===== src/rtl/uart_tx_arbiter.sv =====
// uart_tx_arbiter: round-robin arbiter sharing one UART TX serializer among AXIS byte sources.
// A grant is held for a whole packet; each byte is launched with tx_start and retired on the tx_busy fall.
module uart_tx_arbiter #(
    parameter int NUM_REQ   = 4,
    parameter int DATA_BITS = 8
) (
    input  logic                         clk,
    input  logic                         rst_n,
    input  logic [NUM_REQ*DATA_BITS-1:0] s_tdata,
    input  logic [NUM_REQ-1:0]           s_tvalid,
    input  logic [NUM_REQ-1:0]           s_tlast,
    output logic [NUM_REQ-1:0]           s_tready,
    output logic [DATA_BITS-1:0]         tx_data,
    output logic                         tx_start,
    input  logic                         tx_busy,
    output logic [$clog2(NUM_REQ)-1:0]   grant_id,
    output logic                         active
);
    localparam int IW = $clog2(NUM_REQ);
    typedef enum logic [1:0] {IDLE, SEND, WAIT_ACK, WAIT_DONE} state_t;
    state_t        state, state_nx;
    logic [IW-1:0] rr_ptr, pick, idx;
    logic          found, fire, last_q;
    // Scan from farthest to nearest so the first valid index after rr_ptr ends up in pick.
    always_comb begin
        pick  = '0;
        idx   = '0;
        found = 1'b0;
        for (int k = NUM_REQ; k >= 1; k--) begin
            idx = IW'((int'(rr_ptr) + k) % NUM_REQ);
            if (s_tvalid[idx]) begin
                pick  = idx;
                found = 1'b1;
            end
        end
    end
    always_comb begin
        s_tready = (state == SEND && !tx_busy) ? ({{(NUM_REQ-1){1'b0}}, 1'b1} << grant_id) : '0;
        fire     = state == SEND && !tx_busy && s_tvalid[grant_id];
        active   = state != IDLE;
    end
    always_comb begin
        state_nx = state;
        case (state)
            IDLE:      state_nx = found ? SEND : IDLE;
            SEND:      state_nx = fire ? WAIT_ACK : SEND;
            WAIT_ACK:  state_nx = tx_busy ? WAIT_DONE : WAIT_ACK;
            WAIT_DONE: state_nx = tx_busy ? WAIT_DONE : (last_q ? IDLE : SEND);
            default:   state_nx = IDLE;
        endcase
    end
    always_ff @(posedge clk or negedge rst_n) begin
        if (!rst_n) begin
            state    <= IDLE;
            rr_ptr   <= IW'(NUM_REQ - 1);
            grant_id <= '0;
            tx_data  <= '0;
            tx_start <= 1'b0;
            last_q   <= 1'b0;
        end else begin
            state    <= state_nx;
            tx_start <= fire;
            if (state == IDLE && found) grant_id <= pick;
            if (fire) begin
                tx_data <= s_tdata[grant_id*DATA_BITS +: DATA_BITS];
                last_q  <= s_tlast[grant_id];
            end
            if (state == WAIT_DONE && !tx_busy && last_q) rr_ptr <= grant_id;
        end
    end
endmodule


===== config.mk =====
export PLATFORM = sky130hd
export DESIGN_NAME = uart_tx_arbiter
export DESIGN_NICKNAME = d
export VERILOG_FILES = /design/src/rtl/uart_tx_arbiter.sv
export SDC_FILE = /design/constraint.sdc
export NUM_CORES = 1
export LEC_CHECK = 0
export CORE_UTILIZATION = 39
export CTS_BUF_LIST = sky130_fd_sc_hd__clkbuf_8
export DETAILED_ROUTE_END_ITERATION = 6
export PLACE_DENSITY_LB_ADDON = 0.05
export SLEW_MARGIN = 5
export SYNTH_ARGS = -nofsm -noshare
export SYNTH_HDL_FRONTEND = slang
export SYNTH_SLANG_ARGS = --single-unit

===== constraint.sdc =====
create_clock -name clk -period 1.9 [get_ports clk]
set_input_delay 0.285 -clock clk [delete_from_list [all_inputs] [get_ports clk]]
set_output_delay 0.285 -clock clk [all_outputs]
set_load 0.01 [all_outputs]

# Word level (Yosys, flattened, before mapping)
# Cells that the tools add are included.
# word_totals
regBits,16
input_bits,43
output_inout_bits,16
elab_cells,55
# op_classes
n_addsub,4
n_lt_le_gt_ge,5
eq_ne,3
n_shift,2
mux,27
reduce_logical,8
# ops
op,n
$shiftx 32x6->8,1
$lt 2x3->1 const B,5
$mux 1,13
$bmux 1 s2,6
$mux 2,6
$pmux 2 s4,1
$logic_and 1x1->1,5
$add 2x1->2 const B,2
$add 2x2->2 const B,2
$eq 2x2->1 const B,2
$mux 4,1
$shl 1x2->4 const A,1
$eq 2x1->1 const B,1
$logic_not 2->1,1
$reduce_bool 2->1,1
$logic_not 1->1,1

# Logic depth before layout (Yosys ltp)
# Gate-level depths: netlist of the first run.
# depth
ltp_word,9
depth_mapped,5
mapped_depth_nobuf,4

# Worst setup path before layout of the first run
# No wires, ideal clock.
# synth_timing
kind,register to register
startpoint,register grant_id[0]
endpoint,register last_q
setup_ns,0.125
arrival_ns,1.566
required_time_ns,1.775
slack_ns,0.209
path_stages_with_launch,6
path_buffers,2
synth_period_minus_slack_ns,1.691
path_cell_list,dfrtp_1 -> buf_6 -> mux4_2 -> nand2_2 -> buf_12 -> mux2_4
# synth_between
elab_chain_len,3
elab_cells_between_ends,5
classes_between,mux: 4; reduce/logical: 1
# synth_lines
element,line_no,rtl
"start, declared",16,"output logic [$clog2(NUM_REQ)-1:0] grant_id,"
"start signal, assigned",63,if (state == IDLE && found) grant_id <= pick;
$bmux 1 s2,39,fire = state == SEND && !tx_busy && s_tvalid[grant_id];
$mux 1 (implied by the code),39,
$logic_and 1x1->1,39,
"end signal, assigned",66,last_q <= s_tlast[grant_id];
"end, declared",23,"logic found, fire, last_q;"
# Several ways; a longest one is shown, not always the timed one. The select of a mux whose other input is x is not followed.
# A chain may end at the register's enable or synchronous reset.

# Final worst setup path of the first run
# layout_timing
startpoint,register state[1]
endpoint,output active
# layout_between
elab_chain_len,1
# layout_lines
element,line_no,rtl
"start, declared",21,"state_t state, state_nx;"
"start signal, assigned",61,state <= state_nx;
$reduce_bool 2->1,40,active = state != IDLE;
"end, declared",17,output logic active
# Every way passes these cells.

==> impl_metrics.env, run 1 <==
export IMPL_period_share=0.9696
export IMPL_synth_area_per_cell_um2=13.88
export IMPL_antenna_cells=0
export IMPL_endpoint_kind="primary output"
export IMPL_drive_gt1_frac=0.2759
export IMPL_critPathSlowestCell="clkdlybuf4s50_1"
export IMPL_start_util=0.4182
export IMPL_cp_required_ps=1620
export IMPL_die_x_um=54.01
export IMPL_rsz0062_at_grt="false"
export IMPL_clock_path_buffers=2
export IMPL_synth_distinct_cells=31
export IMPL_grt_pass1_vias=958
export IMPL_nFillCells=212
export IMPL_clock_root_buffer="clkbuf_8"
export IMPL_dpl_hpwl_mm=2.169
export IMPL_path_class="flip-flop to primary output"
export IMPL_grt_pass1_wl_mm=4.105
export IMPL_area_growth_pct=70.34
export IMPL_drc=0
export IMPL_cts_sinks=16
export IMPL_synth_adder_area_share=0
export IMPL_final_common_cell="clkdlybuf4s50_1"
export IMPL_mostFrequentLayoutCells="clkdlybuf4s50_1 (54), dfrtp_1 (12), buf_4 (11)"
export IMPL_start_kind="flip-flop"
export IMPL_synthCells=76
export IMPL_ant_nets=0
export IMPL_critPathTopFamily="buffers and inverters"
export IMPL_powerDensity_mw_per_mm2=1267
export IMPL_peakVddDrop_v=0.0009200
export IMPL_yosys_warnings=0
export IMPL_cts_buffers=3
export IMPL_clk_latency_ps=240
export IMPL_synth_top_family_by_area="multiplexers"
export IMPL_tightest_slew_ps=263.5
export IMPL_die_h_um=54.01
export IMPL_overflow=0
export IMPL_critPathArrivalTime_ps=1560
export IMPL_finalSetupTns_ps=0
export IMPL_setup_viol=0
export IMPL_crit_buf_inv=1
export IMPL_grt_antenna_before_repair=0
export IMPL_drv_slew=0
export IMPL_drt_pass1_iterations=3
export IMPL_synth_compound_area_share=0.06050
export IMPL_synth_mux_area_fraction=0.3974
export IMPL_p_leak_nw=0.7814
export IMPL_routedWlPerCell_um=15.34
export IMPL_grtUsageTotal=0.2021
export IMPL_dieArea_mm2=0.002917
export IMPL_ctsHoldBuffers=0
export IMPL_post_cts_repair_setup_buffers=0
export IMPL_fmax_mhz=542.8
export IMPL_ys_seq_area_frac=0.3820
export IMPL_path_max_fanout=7
export IMPL_syn_nets=119
export IMPL_timing_slew_headroom=0.8220
export IMPL_critical_path_cell_chain="or2_2, clkdlybuf4s50_1"
export IMPL_finClkSkew_ps=1.912
export IMPL_std_cell_rows=18
export IMPL_hold_class="primary input to async pin"
export IMPL_design_core_area_mm2=0.002522
export IMPL_drv_cap=0
export IMPL_ioPinCount=59
export IMPL_slowest_delay_ps=490
export IMPL_synth_area_mm2=0.001055
export IMPL_period_minus_slack_ps=1842
export IMPL_synth_xor_area_share=0
export IMPL_drt_total_wl_mm=2.685
export IMPL_htreeDepth=1
export IMPL_gp_congestion=0.7309
export IMPL_ys_seq_elements=16
export IMPL_avgViaCountPerCell=5.389
export IMPL_outcome="finished clean"
export IMPL_nets=189
export IMPL_fin_area_mm2=0.001797
export IMPL_dr_total_vias=943
export IMPL_clk_pin_slew_ps=60
export IMPL_io_buffers=58
export IMPL_grt_max_degree=17
export IMPL_cts_tree="built"
export IMPL_synthSimpleGateAreaFrac=0.1056
export IMPL_placed_area_mm2=0.001729
export IMPL_finalHoldViolations=0
export IMPL_drtIter0Drc=7
layout make-up:
type | count | area, um^2 | area share
Clock buffer | 4 | 55.05 | 0.03064
Tap cell | 30 | 37.54 | 0.02089
Inverter | 3 | 11.26 | 0.006267
Multi-Input combinational cell | 52 | 609.3 | 0.3391
Timing Repair Buffer | 70 | 678.2 | 0.3774
Sequential cell | 16 | 405.4 | 0.2256
timing repair:
action,CTS,global route
pin swaps,1,0
gates resized for setup,8,1
endpoints found under the setup margin,4,1
sequential cells by signal, summed over array words and instances, names as in the netlist:
name	count
tx_data	8
state	2
tx_start	1
last_q	1
rr_ptr	2
grant_id	2
final timing paths:
check / from / end / slack [ps] / cells after the start
hold reg to reg: tx_data[7] / tx_data[7] / 500 / 1
setup reg to reg: grant_id[0] / tx_data[5] / 230 / 4
min in group clk: tx_data[7] / tx_data[7] / 500 / 1
max in group asynchronous: rst_n / rr_ptr[1] / 1290 / 2
setup / recovery: state[1] / active / 60 / 2
hold / removal: rst_n / tx_data[0] / 360 / 2
where the power goes:
group / internal [W] / switching (W)
Combinational: 0.000840 / 0.000435
Clock: 0.000184 / 0.000112
Sequential: 0.000528 / 0.000177
synthesized netlist by cell type (all sizes together):
cell     number  area (um^2)
nor4b         1        8.760
mux2         12        165.2
mux4         10        244.0
o41ai         1        8.760
nand2b        4        25.02
and3          1        6.260
a2bb2oi       1        8.760
buf           3        38.79
nor4          1        6.260
dfrtp        14        350.3
or4           1        7.510
a21oi         2        10.01
o32a          1        10.01
a21boi        1        7.510
nand2         6        25.03
nand4b        1        8.760
nor2          3        11.26
mux2i         1        10.01
o21ai         2        10.01
dfstp         2        52.55
o32ai         1        8.760
inv           3        11.26
nor2b         1        6.260
clkbuf        2        7.510
or2           1        6.260
metal layers:
metal,GRT usage,wire length (um),share of wire
met1,0.2140,1071,0.40
met2,0.3786,1423,0.53
met3,0.06215,152,0.057
met4,0.05983,38,0.014
met5,0,0,0
cell families after synthesis:
group,count (synthesis)
flip-flops,16
AO/OA/AOI/OAI,9
buffers and inverters,8
multiplexers,23
AND/OR/NAND/NOR,20
per-stage QoR:
step,setup slack (ps),utilization,power [W],hold slack (ps),instances
after floorplan,209.2,-,0.001423,-10.59,76
after global placement,-173.2,0.6855,0.001944,489.7,171
after detailed placement,-203.0,0.6855,0.001978,492.3,171
after CTS,29.86,0.7118,0.002299,361.7,175
after global routing,17.44,0.7123,0.002408,384.8,175
final,57.74,0.7123,0.002276,357.4,175
Note: power is estimated with default switching activity, not from simulation.
==> run 2: changes to the inputs <==
--- a/config.mk
+++ b/config.mk
@@ -5,9 +5,10 @@
 export SDC_FILE = /design/constraint.sdc
 export NUM_CORES = 1
 export LEC_CHECK = 0
-export CORE_UTILIZATION = 39
+export CORE_UTILIZATION = 42
 export CTS_BUF_LIST = sky130_fd_sc_hd__clkbuf_8
 export DETAILED_ROUTE_END_ITERATION = 6
+export MAX_ROUTING_LAYER = met4
 export PLACE_DENSITY_LB_ADDON = 0.05
 export SLEW_MARGIN = 5
 export SYNTH_ARGS = -nofsm -noshare
==> constraint.sdc (replaced) <==
create_clock -name clk -period 2.3 [get_ports clk]
set_input_delay 0.345 -clock clk [delete_from_list [all_inputs] [get_ports clk]]
set_output_delay 0.345 -clock clk [all_outputs]
set_load 0.01 [all_outputs]
==> impl_metrics.env, run 2 (synthesis gave the netlist of run 1 again) <==
export IMPL_grt_pass1_vias=909
export IMPL_cts_sinks=16
export IMPL_cts_tree="built"
export IMPL_clk_latency_ps=260
export IMPL_critPathArrivalTime_ps=1850
export IMPL_p_leak_nw=0.7215
export IMPL_final_common_cell="clkdlybuf4s50_1"
export IMPL_finClkSkew_ps=8.520
export IMPL_nets=182
export IMPL_dieArea_mm2=0.002716
export IMPL_gp_congestion=0.8674
export IMPL_critPathSlowestCell="clkdlybuf4s50_1"
export IMPL_htreeDepth=1
export IMPL_fmax_mhz=454.9
export IMPL_dr_total_vias=916
export IMPL_cp_required_ps=1960
export IMPL_drt_pass1_iterations=4
export IMPL_avgViaCountPerCell=5.518
export IMPL_clock_path_buffers=2
export IMPL_largest_register_ffs=8
export IMPL_ioPinCount=59
export IMPL_dpl_hpwl_mm=2.023
export IMPL_drv_slew=0
export IMPL_powerDensity_mw_per_mm2=1062
export IMPL_io_buffers=58
export IMPL_std_cell_rows=17
export IMPL_ant_nets=0
export IMPL_placed_area_mm2=0.001662
export IMPL_period_share=0.9557
export IMPL_setup_viol=0
export IMPL_outcome="finished clean"
export IMPL_mostFrequentLayoutCells="clkdlybuf4s50_1 (58), dfrtp_1 (14), mux2_4 (8)"
export IMPL_antenna_cells=0
export IMPL_drv_cap=0
export IMPL_die_h_um=52.12
export IMPL_fin_area_mm2=0.001717
export IMPL_start_util=0.4592
export IMPL_drtIter0Drc=10
export IMPL_drive_gt1_frac=0.2101
export IMPL_cts_resized=0
export IMPL_grt_pass1_wl_mm=4.174
export IMPL_design_core_area_mm2=0.002297
export IMPL_drt_total_wl_mm=2.661
export IMPL_path_max_fanout=4
export IMPL_slowest_delay_ps=580
export IMPL_reg2reg_slack_ps=340
export IMPL_start_kind="primary input"
export IMPL_drc=0
export IMPL_clock_root_buffer="clkbuf_8"
export IMPL_area_growth_pct=62.75
export IMPL_cts_buffers=3
export IMPL_routedWlPerCell_um=16.03
export IMPL_hold_class="primary input to async pin"
export IMPL_ff2ff_path_depth=3
export IMPL_tightest_slew_ps=721.1
export IMPL_clk_pin_slew_ps=70
export IMPL_critPathMostFrequentCell="clkdlybuf4s50_1"
export IMPL_top_register="tx_data"
export IMPL_peakVddDrop_v=0.0007671
export IMPL_timing_slew_headroom=0.5177
export IMPL_die_x_um=52.12
export IMPL_period_minus_slack_ps=2198
export IMPL_grt_max_degree=17
export IMPL_overflow=0
export IMPL_endpoint_kind="primary output"
export IMPL_ctsHoldBuffers=0
export IMPL_finalHoldViolations=0
export IMPL_critical_path_cell_chain="clkdlybuf4s50_1, nand2b_1, nor4b_1, clkdlybuf4s50_1"
export IMPL_grt_antenna_before_repair=0
export IMPL_path_class="primary input to primary output"
export IMPL_finalSetupTns_ps=0
export IMPL_grtUsageTotal=0.2242
export IMPL_rsz0062_at_grt="false"
export IMPL_post_cts_repair_setup_buffers=0
[run 2: changes by cell type in the layout (fill, tap and decap cells not counted)]
cell	change
buf_4	-6
buf_12	-1
dfrtp_1	+2
nor2_1	+1
dlygate4sd2_1	-4
nor2_4	-1
nand2b_4	-1
nand2b_1	+1
clkdlybuf4s50_1	+4
dfrtp_2	-2
[run 2: path summary, 6_finish.rpt]
kind / end / start
max reg2reg: tx_data[7] / grant_id[0]
min reg2reg: tx_data[6] / tx_data[6]
max: s_tready[2] / tx_busy
min: tx_data[1] / rst_n
min in group clk: tx_data[6] / tx_data[6]
max in group asynchronous: grant_id[0] / rst_n
[run 2: layer usage]
layer,vias up,wire length [um],track usage
met4,0,65,0.07207
met1,448,1005,0.2379
met2,40,1409,0.3889
met3,7,180,0.07602
met5,-,0,-
li1,421,-,-
[run 2: area by class of cell]
cell class | count | area [um^2]
Clock buffer | 4 | 55.05
Timing Repair Buffer | 63 | 618.1
Sequential cell | 16 | 402.9
Fill cell | 167 | 580.6
Tap cell | 28 | 35.03
Inverter | 3 | 11.26
Multi-Input combinational cell | 52 | 594.3
[run 2: stage by stage]
stage,std cells,hold WS (ps),setup slack [ps],util,total power (W)
detailed placement,162,497.2,88.72,0.7233,0.001565
CTS,166,518.0,91.29,0.7473,0.001839
finish,166,506.7,101.8,0.7473,0.001823
global route,166,530.7,7.611,0.7473,0.001933
global placement,162,492.5,131.4,0.7233,0.001542
floorplan,76,49.41,580.6,-,0.001176
[run 2: power by group]
group	switching, W	leakage, nW	internal [W]
Sequential	0.000154	0.187	0.000431
Combinational	0.000324	0.506	0.000648
Clock	0.000112	0.0288	0.000152
[run 2: critical path: cells and delay by family]
family / cells / cell delay, ps
and+or+nand+nor: 2 / 490
buffers and inverters: 2 / 1010
